--- src/rtl/loader_pkg.sv ---
// Shared types and sizes for the program loader: FSM states and frame geometry.
package loader_pkg;

  localparam int unsigned HDR_BYTES  = 2;
  localparam int unsigned WORD_BYTES = 4;
  localparam int unsigned BYTE_W     = 8;
  localparam int unsigned WORD_W     = 32;
  localparam int unsigned CNT_W      = 16;

  typedef enum logic [2:0] {
    ST_IDLE,
    ST_HDR_LO,
    ST_DATA,
    ST_WRITE,
    ST_CSUM,
    ST_DONE,
    ST_ERROR
  } state_t;

endpackage

--- src/rtl/prog_loader_if.sv ---
// Byte-stream input handshake and instruction-memory write port of the loader.
interface prog_loader_if #(
  parameter int unsigned ADDR_W = 8
);
  logic              in_valid;
  logic [7:0]        in_data;
  logic              in_ready;
  logic              mem_we;
  logic [ADDR_W-1:0] mem_addr;
  logic [31:0]       mem_wdata;

  modport master (
    input  in_valid, in_data,
    output in_ready, mem_we, mem_addr, mem_wdata
  );

  modport slave (
    output in_valid, in_data,
    input  in_ready, mem_we, mem_addr, mem_wdata
  );
endinterface

--- src/rtl/word_assembler.sv ---
// Big-endian byte-to-word shift register with running XOR checksum of every shifted byte.
module word_assembler
  import loader_pkg::*;
(
  input  logic              clk,
  input  logic              rst,
  input  logic              clear,
  input  logic              shift,
  input  logic [BYTE_W-1:0] din,
  output logic [WORD_W-1:0] word,
  output logic [BYTE_W-1:0] csum,
  output logic              word_full_c
);

  localparam int unsigned IDX_W = $clog2(WORD_BYTES);

  logic [IDX_W-1:0] idx;

  always_ff @(posedge clk) begin
    if (rst || clear) begin
      word <= '0;
      csum <= '0;
      idx  <= '0;
    end else if (shift) begin
      word <= {word[WORD_W-BYTE_W-1:0], din};
      csum <= csum ^ din;
      idx  <= idx + IDX_W'(1);
    end
  end

  // High while the next shifted byte completes the current word.
  assign word_full_c = (idx == IDX_W'(WORD_BYTES - 1));

endmodule

--- src/rtl/prog_loader.sv ---
// Framed byte-stream loader: fills instruction memory, verifies XOR checksum, then releases core reset.
module prog_loader
  import loader_pkg::*;
#(
  parameter int unsigned ADDR_W = 8
) (
  input  logic          clk,
  input  logic          rst,
  prog_loader_if.master bus,
  output logic          core_rst,
  output logic          done,
  output logic          err
);

  localparam int unsigned IDX_W = ADDR_W + 1;
  localparam int unsigned CMP_W = CNT_W + 1;
  localparam logic [CMP_W-1:0] MAX_WORDS = CMP_W'(1) << ADDR_W;

  state_t            state;
  state_t            state_nxt;
  logic              accept_c;
  logic              asm_clear_c;
  logic              asm_shift_c;
  logic              ready_nxt_c;
  logic              word_full_c;
  logic              ready;
  logic [BYTE_W-1:0] cnt_hi;
  logic [CNT_W-1:0]  n_words;
  logic [IDX_W-1:0]  idx;
  logic [WORD_W-1:0] word;
  logic [BYTE_W-1:0] csum;
  logic [CMP_W-1:0]  n_hdr_c;
  logic              last_word_c;

  assign accept_c    = bus.in_valid && ready;
  assign n_hdr_c     = {1'b0, cnt_hi, bus.in_data};
  assign last_word_c = (CMP_W'(idx) + CMP_W'(1)) == {1'b0, n_words};

  word_assembler u_asm (
    .clk         (clk),
    .rst         (rst),
    .clear       (asm_clear_c),
    .shift       (asm_shift_c),
    .din         (bus.in_data),
    .word        (word),
    .csum        (csum),
    .word_full_c (word_full_c)
  );

  always_ff @(posedge clk) begin
    if (rst) state <= ST_IDLE;
    else     state <= state_nxt;
  end

  always_comb begin
    state_nxt   = state;
    asm_clear_c = 1'b0;
    asm_shift_c = 1'b0;
    case (state)
      ST_IDLE: begin
        asm_clear_c = 1'b1;
        if (accept_c) state_nxt = ST_HDR_LO;
      end
      ST_HDR_LO: begin
        if (accept_c) begin
          if (n_hdr_c == '0)            state_nxt = ST_CSUM;
          else if (n_hdr_c > MAX_WORDS) state_nxt = ST_ERROR;
          else                          state_nxt = ST_DATA;
        end
      end
      ST_DATA: begin
        if (accept_c) begin
          asm_shift_c = 1'b1;
          if (word_full_c) state_nxt = ST_WRITE;
        end
      end
      ST_WRITE: state_nxt = last_word_c ? ST_CSUM : ST_DATA;
      ST_CSUM: begin
        if (accept_c) state_nxt = (csum == bus.in_data) ? ST_DONE : ST_ERROR;
      end
      ST_DONE:  state_nxt = ST_DONE;
      ST_ERROR: state_nxt = ST_ERROR;
      default:  state_nxt = ST_IDLE;
    endcase
  end

  // Ready is a pure function of the state the FSM is entering.
  always_comb begin
    ready_nxt_c = 1'b0;
    case (state_nxt)
      ST_IDLE, ST_HDR_LO, ST_DATA, ST_CSUM: ready_nxt_c = 1'b1;
      default:                              ready_nxt_c = 1'b0;
    endcase
  end

  always_ff @(posedge clk) begin
    if (rst) begin
      cnt_hi     <= '0;
      n_words    <= '0;
      idx        <= '0;
      ready      <= 1'b0;
      bus.mem_we <= 1'b0;
      core_rst   <= 1'b1;
      done       <= 1'b0;
      err        <= 1'b0;
    end else begin
      if (state == ST_IDLE && accept_c)   cnt_hi  <= bus.in_data;
      if (state == ST_HDR_LO && accept_c) n_words <= n_hdr_c[CNT_W-1:0];
      if (state == ST_WRITE)              idx     <= idx + IDX_W'(1);
      ready      <= ready_nxt_c;
      bus.mem_we <= (state_nxt == ST_WRITE);
      core_rst   <= (state_nxt != ST_DONE);
      done       <= (state_nxt == ST_DONE);
      err        <= (state_nxt == ST_ERROR);
    end
  end

  // Word register and index hold steady for the whole WRITE cycle.
  assign bus.in_ready  = ready;
  assign bus.mem_addr  = idx[ADDR_W-1:0];
  assign bus.mem_wdata = word;

endmodule

--- src/flat_wrapper.sv ---
// flat-port wrapper written by rule: the top's interface ports become plain ports
module prog_loader_flat import loader_pkg::*;
#(
  parameter int unsigned ADDR_W = 8
)
  (clk, rst, core_rst, done, err, bus_in_valid, bus_in_data, bus_in_ready, bus_mem_we, bus_mem_addr, bus_mem_wdata);
  prog_loader_if #(.ADDR_W(ADDR_W)) bus_i ();
  input  logic clk;
  input  logic rst;
  output logic core_rst;
  output logic done;
  output logic err;
  input wire logic [$bits(bus_i.in_valid)-1:0] bus_in_valid;
  input wire logic [$bits(bus_i.in_data)-1:0] bus_in_data;
  output wire logic [$bits(bus_i.in_ready)-1:0] bus_in_ready;
  output wire logic [$bits(bus_i.mem_we)-1:0] bus_mem_we;
  output wire logic [$bits(bus_i.mem_addr)-1:0] bus_mem_addr;
  output wire logic [$bits(bus_i.mem_wdata)-1:0] bus_mem_wdata;
  assign bus_i.in_valid = bus_in_valid;
  assign bus_i.in_data = bus_in_data;
  assign bus_in_ready = bus_i.in_ready;
  assign bus_mem_we = bus_i.mem_we;
  assign bus_mem_addr = bus_i.mem_addr;
  assign bus_mem_wdata = bus_i.mem_wdata;
  prog_loader #(.ADDR_W(ADDR_W)) u_core (.clk(clk), .rst(rst), .bus(bus_i), .core_rst(core_rst), .done(done), .err(err));
endmodule
--- config.mk ---
export PLATFORM = sky130hd
export DESIGN_NAME = prog_loader_flat
export DESIGN_NICKNAME = d
export VERILOG_FILES = /design/src/rtl/loader_pkg.sv /design/src/rtl/prog_loader_if.sv /design/src/rtl/word_assembler.sv /design/src/rtl/prog_loader.sv /design/src/flat_wrapper.sv
export SDC_FILE = /design/constraint.sdc
export NUM_CORES = 1
export LEC_CHECK = 0
export BUFFER_PORTS_ARGS = -buffer_cell sky130_fd_sc_hd__buf_2
export CAP_MARGIN = 20
export CELL_PAD_IN_SITES_DETAIL_PLACEMENT = 1
export CELL_PAD_IN_SITES_GLOBAL_PLACEMENT = 2
export CORE_ASPECT_RATIO = 0.6
export CORE_MARGIN = 4
export CORE_UTILIZATION = 35
export DETAILED_ROUTE_END_ITERATION = 16
export HOLD_SLACK_MARGIN = 0.05
export MAX_ROUTING_LAYER = met4
export PLACE_DENSITY = 0.87
export SLEW_MARGIN = 20
export SYNTH_ARGS = -nofsm -noshare
export SYNTH_HDL_FRONTEND = slang
export SYNTH_SLANG_ARGS = --single-unit
--- constraint.sdc ---
create_clock -name clk -period 4.8 [get_ports clk]
set_clock_uncertainty 0.2 [all_clocks]
set_input_delay 0.24 -clock clk [delete_from_list [all_inputs] [get_ports clk]]
set_output_delay 0.24 -clock clk [all_outputs]
set_load 0.05 [all_outputs]
==> results of run 1 <==
[cell families (layout without fill, tap and decap cells)]
family	after synthesis	count (layout)	share of synthesized area
AOI/OAI and AO/OA	57	57	0.100
xor gates and xnor gates	36	36	0.0905
adders and majority gates	2	2	0.00718
buffers and inverters	36	81	0.0499
DFF	83	83	0.477
muxes	24	24	0.0689
and+or+nand+nor	162	162	0.207
[flip-flops by register name (all words and copies together) (netlist names), 2 cells and up]
signal	count
u_core.u_asm.word	32
u_core.u_asm.idx	2
u_core.u_asm.csum	8
u_core.cnt_hi	8
u_core.state	3
u_core.idx	9
u_core.n_words	16
[final timing paths]
path	end	start
max	u_core.err	u_core.state[2]
min	u_core.n_words[6]	bus_in_data[6]
max reg2reg	u_core.err	u_core.state[2]
min reg2reg	u_core.u_asm.word[27]	u_core.u_asm.word[27]
[synthesized netlist by cell type (all sizes together) (3+ instances only)]
cell | count | area share
a21oi | 38 | 0.055
or3 | 3 | 0.0054
o21ai | 5 | 0.0072
nor2 | 49 | 0.053
xnor2 | 14 | 0.035
clkbuf | 19 | 0.020
mux2i | 24 | 0.069
or4 | 4 | 0.0097
nor4 | 6 | 0.013
inv | 5 | 0.0054
buf | 12 | 0.024
dfxtp | 83 | 0.48
nor3 | 3 | 0.0043
xor2 | 22 | 0.055
nand2 | 77 | 0.083
nand3 | 6 | 0.0086
and3 | 3 | 0.0054
[cell usage in the layout (no fill, tap or decap), types with 2 or more instances in the layout]
master / instances
a21oi_1: 38
a31oi_1: 2
and2_1: 2
and3_1: 3
buf_2: 55
buf_4: 2
clkbuf_16: 9
clkinv_2: 2
clkinvlp_4: 2
dfxtp_1: 83
dlygate4sd3_1: 4
ha_1: 2
inv_1: 4
mux2i_1: 24
nand2_1: 76
nand3_1: 6
nand3b_1: 2
nand4_1: 2
nor2_1: 49
nor3_1: 3
nor4_1: 5
o211ai_1: 2
o21ai_0: 5
or3_1: 3
or4_1: 3
xnor2_1: 14
xor2_1: 22
[cell type report]
class,count,area share
tap,130,0.0395
multi-input combinational,281,0.403
clock buffer,10,0.0556
timing repair buffer,61,0.0802
clock inverter,5,0.0134
inverter,5,0.00456
sequential,83,0.403
[stage by stage]
stage	worst slack (ns)	area [um^2]	cells
finish	1.84	4120	575
global route	1.61	4120	575
CTS	1.84	4120	575
detailed placement	1.83	3790	556
global placement	2.01	3790	556
floorplan	2.42	3490	400
[power by group through the flow]
stage / Clock (mW) / Sequential [mW] / Combinational, mW
5_1_grt: 0.728 / 0.723 / 0.157
4_1_cts: 0.693 / 0.720 / 0.143
2_1_floorplan: 0 / 0.735 / 0.0986
3_5_place_dp: 0 / 0.736 / 0.140
6_report: 0.674 / 0.721 / 0.143
3_3_place_gp: 0 / 0.735 / 0.136
[timing repair]
action,in CTS,in global routing
setup endpoints to repair,0,0
hold buffers,4,0
hold endpoints to repair,6,0
[critical path, stage by stage (launching register included)]
cell and delay, ns:
dfxtp_1 0.40, nor2_1 0.23, nand3_1 0.77, a21oi_1 0.64, a311o_1 0.24, o41ai_4 0.13, nor4_1 0.25
[layer usage]
| layer | up-vias | GRT usage | share of wire |
|---|---|---|---|
| met5 | - | - | 0 |
| met4 | 0 | 0.0543 | 0.014 |
| met3 | 8 | 0.0480 | 0.039 |
| met2 | 51 | 0.228 | 0.42 |
| met1 | 1367 | 0.245 | 0.53 |
| li1 | 1410 | - | - |
==> flow_summary.yaml, run 1 <==
floorplan:
  rows: 27
  core_region_area_um2: 9430
  ios: 56
  die_area_um2: 11700
  start_util: 0.370
  die_w_um: 137
  die_h_um: 85.3
timing:
  slew_headroom: 0.296
  finalSetupTns_ns: 0
  timing_hold_violations_final: 0
  max_freq_mhz: 338
  rsz0062_at_grt: "no"
  finalMaxSlewViolations: 0
  fin_crit_sh: 0.616
  holdWs_ns: 0.0594
  worstMarginPinSlew_ns: 1.05
  finalSetupViolations: 0
  period_minus_slack_ns: 2.96
finish:
  regArea_um2: 1660
  area_growth_pct: 18.2
  multi_input_area_um2: 1660
  final_net_count: 454
  layout-drive-gt1-share: 0.175
  final_util: 0.437
  antennaDiodeCount: 0
  n_fill_cell: 1135
clocking:
  cts_resized: 0
  clockBufferDepth: 2
  post_cts_buffers: 0
  root_buffer: "clkbuf_16"
  clkSinkCount: 83
  htree_num_levels: 3
  clock_latency_ns: 0.34
  tritoncts: "built"
  path_clk_slew_ns: 0.06
  cts_buffers: 9
global_routing:
  grt_usage: 0.171
  antenna_found_initial: 0
  grt_max_degree: 43
  gr-total-overflow: 0
  grt_pass1_wl_mm: 15.0
  first_global_vias: 2863
synthesis:
  synth_cell_types: 43
  synth-seq-area-share: 0.477
  yosysWarnings: 0
  async_flop_share: 0
  netlist_area_um2: 3490
  synth_area_per_cell_um2: 8.71
  synth_edf_count: 0
  synth_ff_type: "dfxtp_1"
  ys_ff_latch: 83
  post_synth_inst_count: 400
  synth_nets: 413
placement:
  place.detailed.hpwl_mm: 6.41
  gp_congestion: 0.783
  io_buffers: 55
critical_path:
  worstPathArrival_ns: 3.00
  rr_worst_depth: 6
  crit_type: "flop to flop"
  r2r_slack_ns: 1.84
  cp-start-kind: "flop"
  worst-path-max-fanout: 18
  cp-end-kind: "flop"
  cp.required_ns: 4.84
power:
  power.total_mw: 1.54
  p_leak_nw: 1.67
  switchingPower_uw: 387
  power.density_nw_per_um2: 373
  seqPwrFrac: 0.469
  comb_power_share: 0.093
  switching_share: 0.252
  pwr-share-clk: 0.438
  irDropWorstVdd_mv: 0.169
  p_int_mw: 1.15
run:
  maxCapViolCount: 0
worst_hold_path:
  worst_hold_path_type: "input pin to flop"
  whs_path_depth: 3
detailed_routing:
  dr.first_iter.drc_count: 139
  routed_wl_mm: 9.09
  drc: 0
  avgViaCountPerCell: 4.93
  vias: 2836
  ant_nets: 0
  firstDrtPassIters: 4
  wire_per_inst_um: 15.8
status:
  status: "finished clean"
Power figures use the tool's default switching activity.
==> run 2: changes to the inputs <==
--- a/config.mk
+++ b/config.mk
@@ -5,17 +5,18 @@
 export SDC_FILE = /design/constraint.sdc
 export NUM_CORES = 1
 export LEC_CHECK = 0
+export ABC_AREA = 1
 export BUFFER_PORTS_ARGS = -buffer_cell sky130_fd_sc_hd__buf_2
 export CAP_MARGIN = 20
 export CELL_PAD_IN_SITES_DETAIL_PLACEMENT = 1
 export CELL_PAD_IN_SITES_GLOBAL_PLACEMENT = 2
 export CORE_ASPECT_RATIO = 0.6
 export CORE_MARGIN = 4
-export CORE_UTILIZATION = 35
+export CORE_UTILIZATION = 31
 export DETAILED_ROUTE_END_ITERATION = 16
 export HOLD_SLACK_MARGIN = 0.05
 export MAX_ROUTING_LAYER = met4
-export PLACE_DENSITY = 0.87
+export PLACE_DENSITY = 0.84
 export SLEW_MARGIN = 20
 export SYNTH_ARGS = -nofsm -noshare
 export SYNTH_HDL_FRONTEND = slang
==> constraint.sdc (replaced) <==
create_clock -name clk -period 2.76 [get_ports clk]
set_clock_uncertainty 0.2 [all_clocks]
set_input_delay 0.138 -clock clk [delete_from_list [all_inputs] [get_ports clk]]
set_output_delay 0.138 -clock clk [all_outputs]
set_load 0.05 [all_outputs]
==> run 2 against run 1 <==
Critical endpoint unchanged; sequential cell count is the same; power grew 77%; first-iteration DRC count grew 15%; sequential power grew 71%.
==> flow_summary.yaml, run 2 <==
synthesis:
  synth_most_common_cell: "dfxtp_1"
  synth_edf_count: 0
  netlist_area_um2: 3620
  synth_ff_type: "dfxtp_1"
  yosys-top-cells-count: "dfxtp_1, nor2_1, nand2_1, o21ai_0, inv_1"
  synth_nets: 517
  post_synth_inst_count: 504
  synth_area_per_cell_um2: 7.17
  synth-seq-area-share: 0.460
  async_flop_share: 0
  yosys-top-cells-area: "dfxtp_1, o21ai_0, nor2_1, nand2_1, a21oi_1"
  yosysWarnings: 0
  synth_cell_types: 26
  ys_ff_latch: 83
  yosysTopAreaCellShare: 0.460
  yosysTopAreaCell: "dfxtp_1"
floorplan:
  die_h_um: 91.7
  rows: 30
  ios: 56
  die_w_um: 147
  start_util: 0.319
  core_region_area_um2: 11300
  die_area_um2: 13500
run:
  maxCapViolCount: 0
detailed_routing:
  ant_nets: 0
  routed_wl_mm: 10.4
  wire_per_inst_um: 14.4
  dr.first_iter.drc_count: 160
  avgViaCountPerCell: 4.61
  vias: 3325
  firstDrtPassIters: 4
  drc: 0
finish:
  largest_register: "u_core.u_asm.word"
  layout_commonest_cell: "dfxtp_1"
  final_cell_mix: "dfxtp_1, nor2_1, nand2_1"
  largest_reg_flops: 32
  final_util: 0.389
  fin_area_um2: 4410
  top_regs: "u_core.u_asm.word: 32 flops, u_core.n_words: 16 flops, u_core.idx: 9 flops"
  area_growth_pct: 22.0
  n_fill_cell: 1454
  final_cell_count_no_fill: 722
  antennaDiodeCount: 0
  layout-drive-gt1-share: 0.158
  final_net_count: 570
timing:
  period_minus_slack_ns: 2.27
  slew_headroom: 0.474
  finalSetupViolations: 0
  finalMaxSlewViolations: 0
  fin_crit_sh: 0.821
  timing_hold_violations_final: 0
  worstMarginPinSlew_ns: 0.788
  finalSetupTns_ns: 0
  max_freq_mhz: 441
  rsz0062_at_grt: "no"
placement:
  placed_cell_area_um2: 4000
  io_buffers: 55
  dp.cells: 697
  gp_congestion: 0.786
  place.detailed.hpwl_mm: 7.44
global_routing:
  first_global_vias: 3414
  gr-total-overflow: 0
  grt_pass1_wl_mm: 17.4
  antenna_found_initial: 0
  grt_usage: 0.164
  grt_max_degree: 56
clocking:
  clockBufferDepth: 2
  path_clk_slew_ns: 0.06
  cts_hold_buf: 9
  clkSinkCount: 83
  clock_latency_ns: 0.34
  cts_buffers: 9
  htree_num_levels: 3
  cts_resized: 0
  post_cts_buffers: 0
  tritoncts: "built"
  root_buffer: "clkbuf_16"
worst_hold_path:
  worst_hold_path_type: "input pin to flop"
  min_from: "bus_in_valid"
critical_path:
  worstPathArrival_ns: 2.34
  crit_type: "flop to flop"
  cp-start-kind: "flop"
  worstSetupStartpoint: "u_core.idx[0]"
  worst-path-max-fanout: 7
  cpMostUsedCell: "nand2_1"
  cpMaxStageDelayCell: "dfxtp_1"
  cp-end-kind: "flop"
  cp.required_ns: 2.83
  cpPeakStageDelay_ns: 0.45
  r2r-start: "u_core.idx[0]"
  path_cells: "ha_1 -> nand2_2 -> nor2_4 -> nand2_1 -> nand2_1 -> nand3_1 -> nand2_1 -> nand2_1 -> nor2_2 -> nand3_2 -> a21oi_2 -> nand2_1 -> nor2_1"
power:
  power.density_nw_per_um2: 617
  irDropWorstVdd_mv: 0.256
  p_leak_nw: 1.92
status:
  status: "finished clean"
==> run 2: cell count changes in the layout (fill, tap and decap cells not counted), moves of 12 or more <==
cell     before  now
mux2i_1      24    0
a21oi_1      38   50
inv_1         4   56
nor2_1       49   74
nand3_1       6   32
o21ai_0       5   70
xor2_1       22    2
==> run 2: cell families (layout without fill, tap and decap cells) <==
family / Yosys count / after routing / share of synthesized area
xor+xnor: 8 / 8 / 0.0194
simple gates: 199 / 199 / 0.236
compound gates: 126 / 126 / 0.179
flops: 83 / 83 / 0.460
buf+inv: 86 / 144 / 0.0990
fa+ha+maj: 2 / 2 / 0.00692
==> run 2: area by class of cell <==
type / instances / area (um^2) / area share
multi-input combinational: 335 / 1600 / 0.362
timing repair buffer: 71 / 418 / 0.0947
inverter: 57 / 214 / 0.0485
clock inverter: 4 / 73.8 / 0.0167
tap: 160 / 200 / 0.0454
sequential: 83 / 1660 / 0.377
clock buffer: 12 / 246 / 0.0559
==> run 2: path summary, 6_finish.rpt <==
| check | end | depth (start not counted) | slack, ns |
|---|---|---|---|
| setup / recovery | u_core.err | 13 | 0.49 |
| hold / removal | u_core.bus.in_ready | 6 | 0.19 |
| setup reg to reg | u_core.err | 13 | 0.49 |
| hold reg to reg | u_core.n_words[0] | 2 | 0.27 |
==> run 2: through the flow <==
| step | setup WS (ns) | power, mW | hold WS [ns] |
|---|---|---|---|
| 2_1_floorplan | 0.711 | 1.38 | 0.0104 |
| 3_3_place_gp | 0.686 | 1.43 | 0.219 |
| 3_5_place_dp | 0.524 | 1.44 | 0.216 |
| 4_1_cts | 0.468 | 2.76 | 0.175 |
| 5_1_grt | 0.218 | 2.84 | 0.267 |
| 6_report | 0.493 | 2.72 | 0.186 |
==> run 2: where the power goes <==
group          leakage (nW)  switching [mW]  internal (mW)
Sequential            0.671          0.0126           1.22
Combinational          1.09           0.126         0.0637
Clock                 0.157           0.483          0.818
Total                  1.92           0.622           2.10
==> run 2: layer usage <==
metal | up-vias | track usage | share of wire
met5 | - | - | 0
met4 | 0 | 0.0450 | 0.0091
met3 | 6 | 0.0533 | 0.048
met2 | 46 | 0.238 | 0.43
met1 | 1539 | 0.221 | 0.51
li1 | 1734 | - | -
==> run 2: worst max-delay path, delay by kind of cell (launching register included) <==
kind / cells / cell delay, ns
flops: 1 / 0.45
simple gates: 11 / 1.07
compound gates: 1 / 0.18
fa+ha+maj: 1 / 0.28
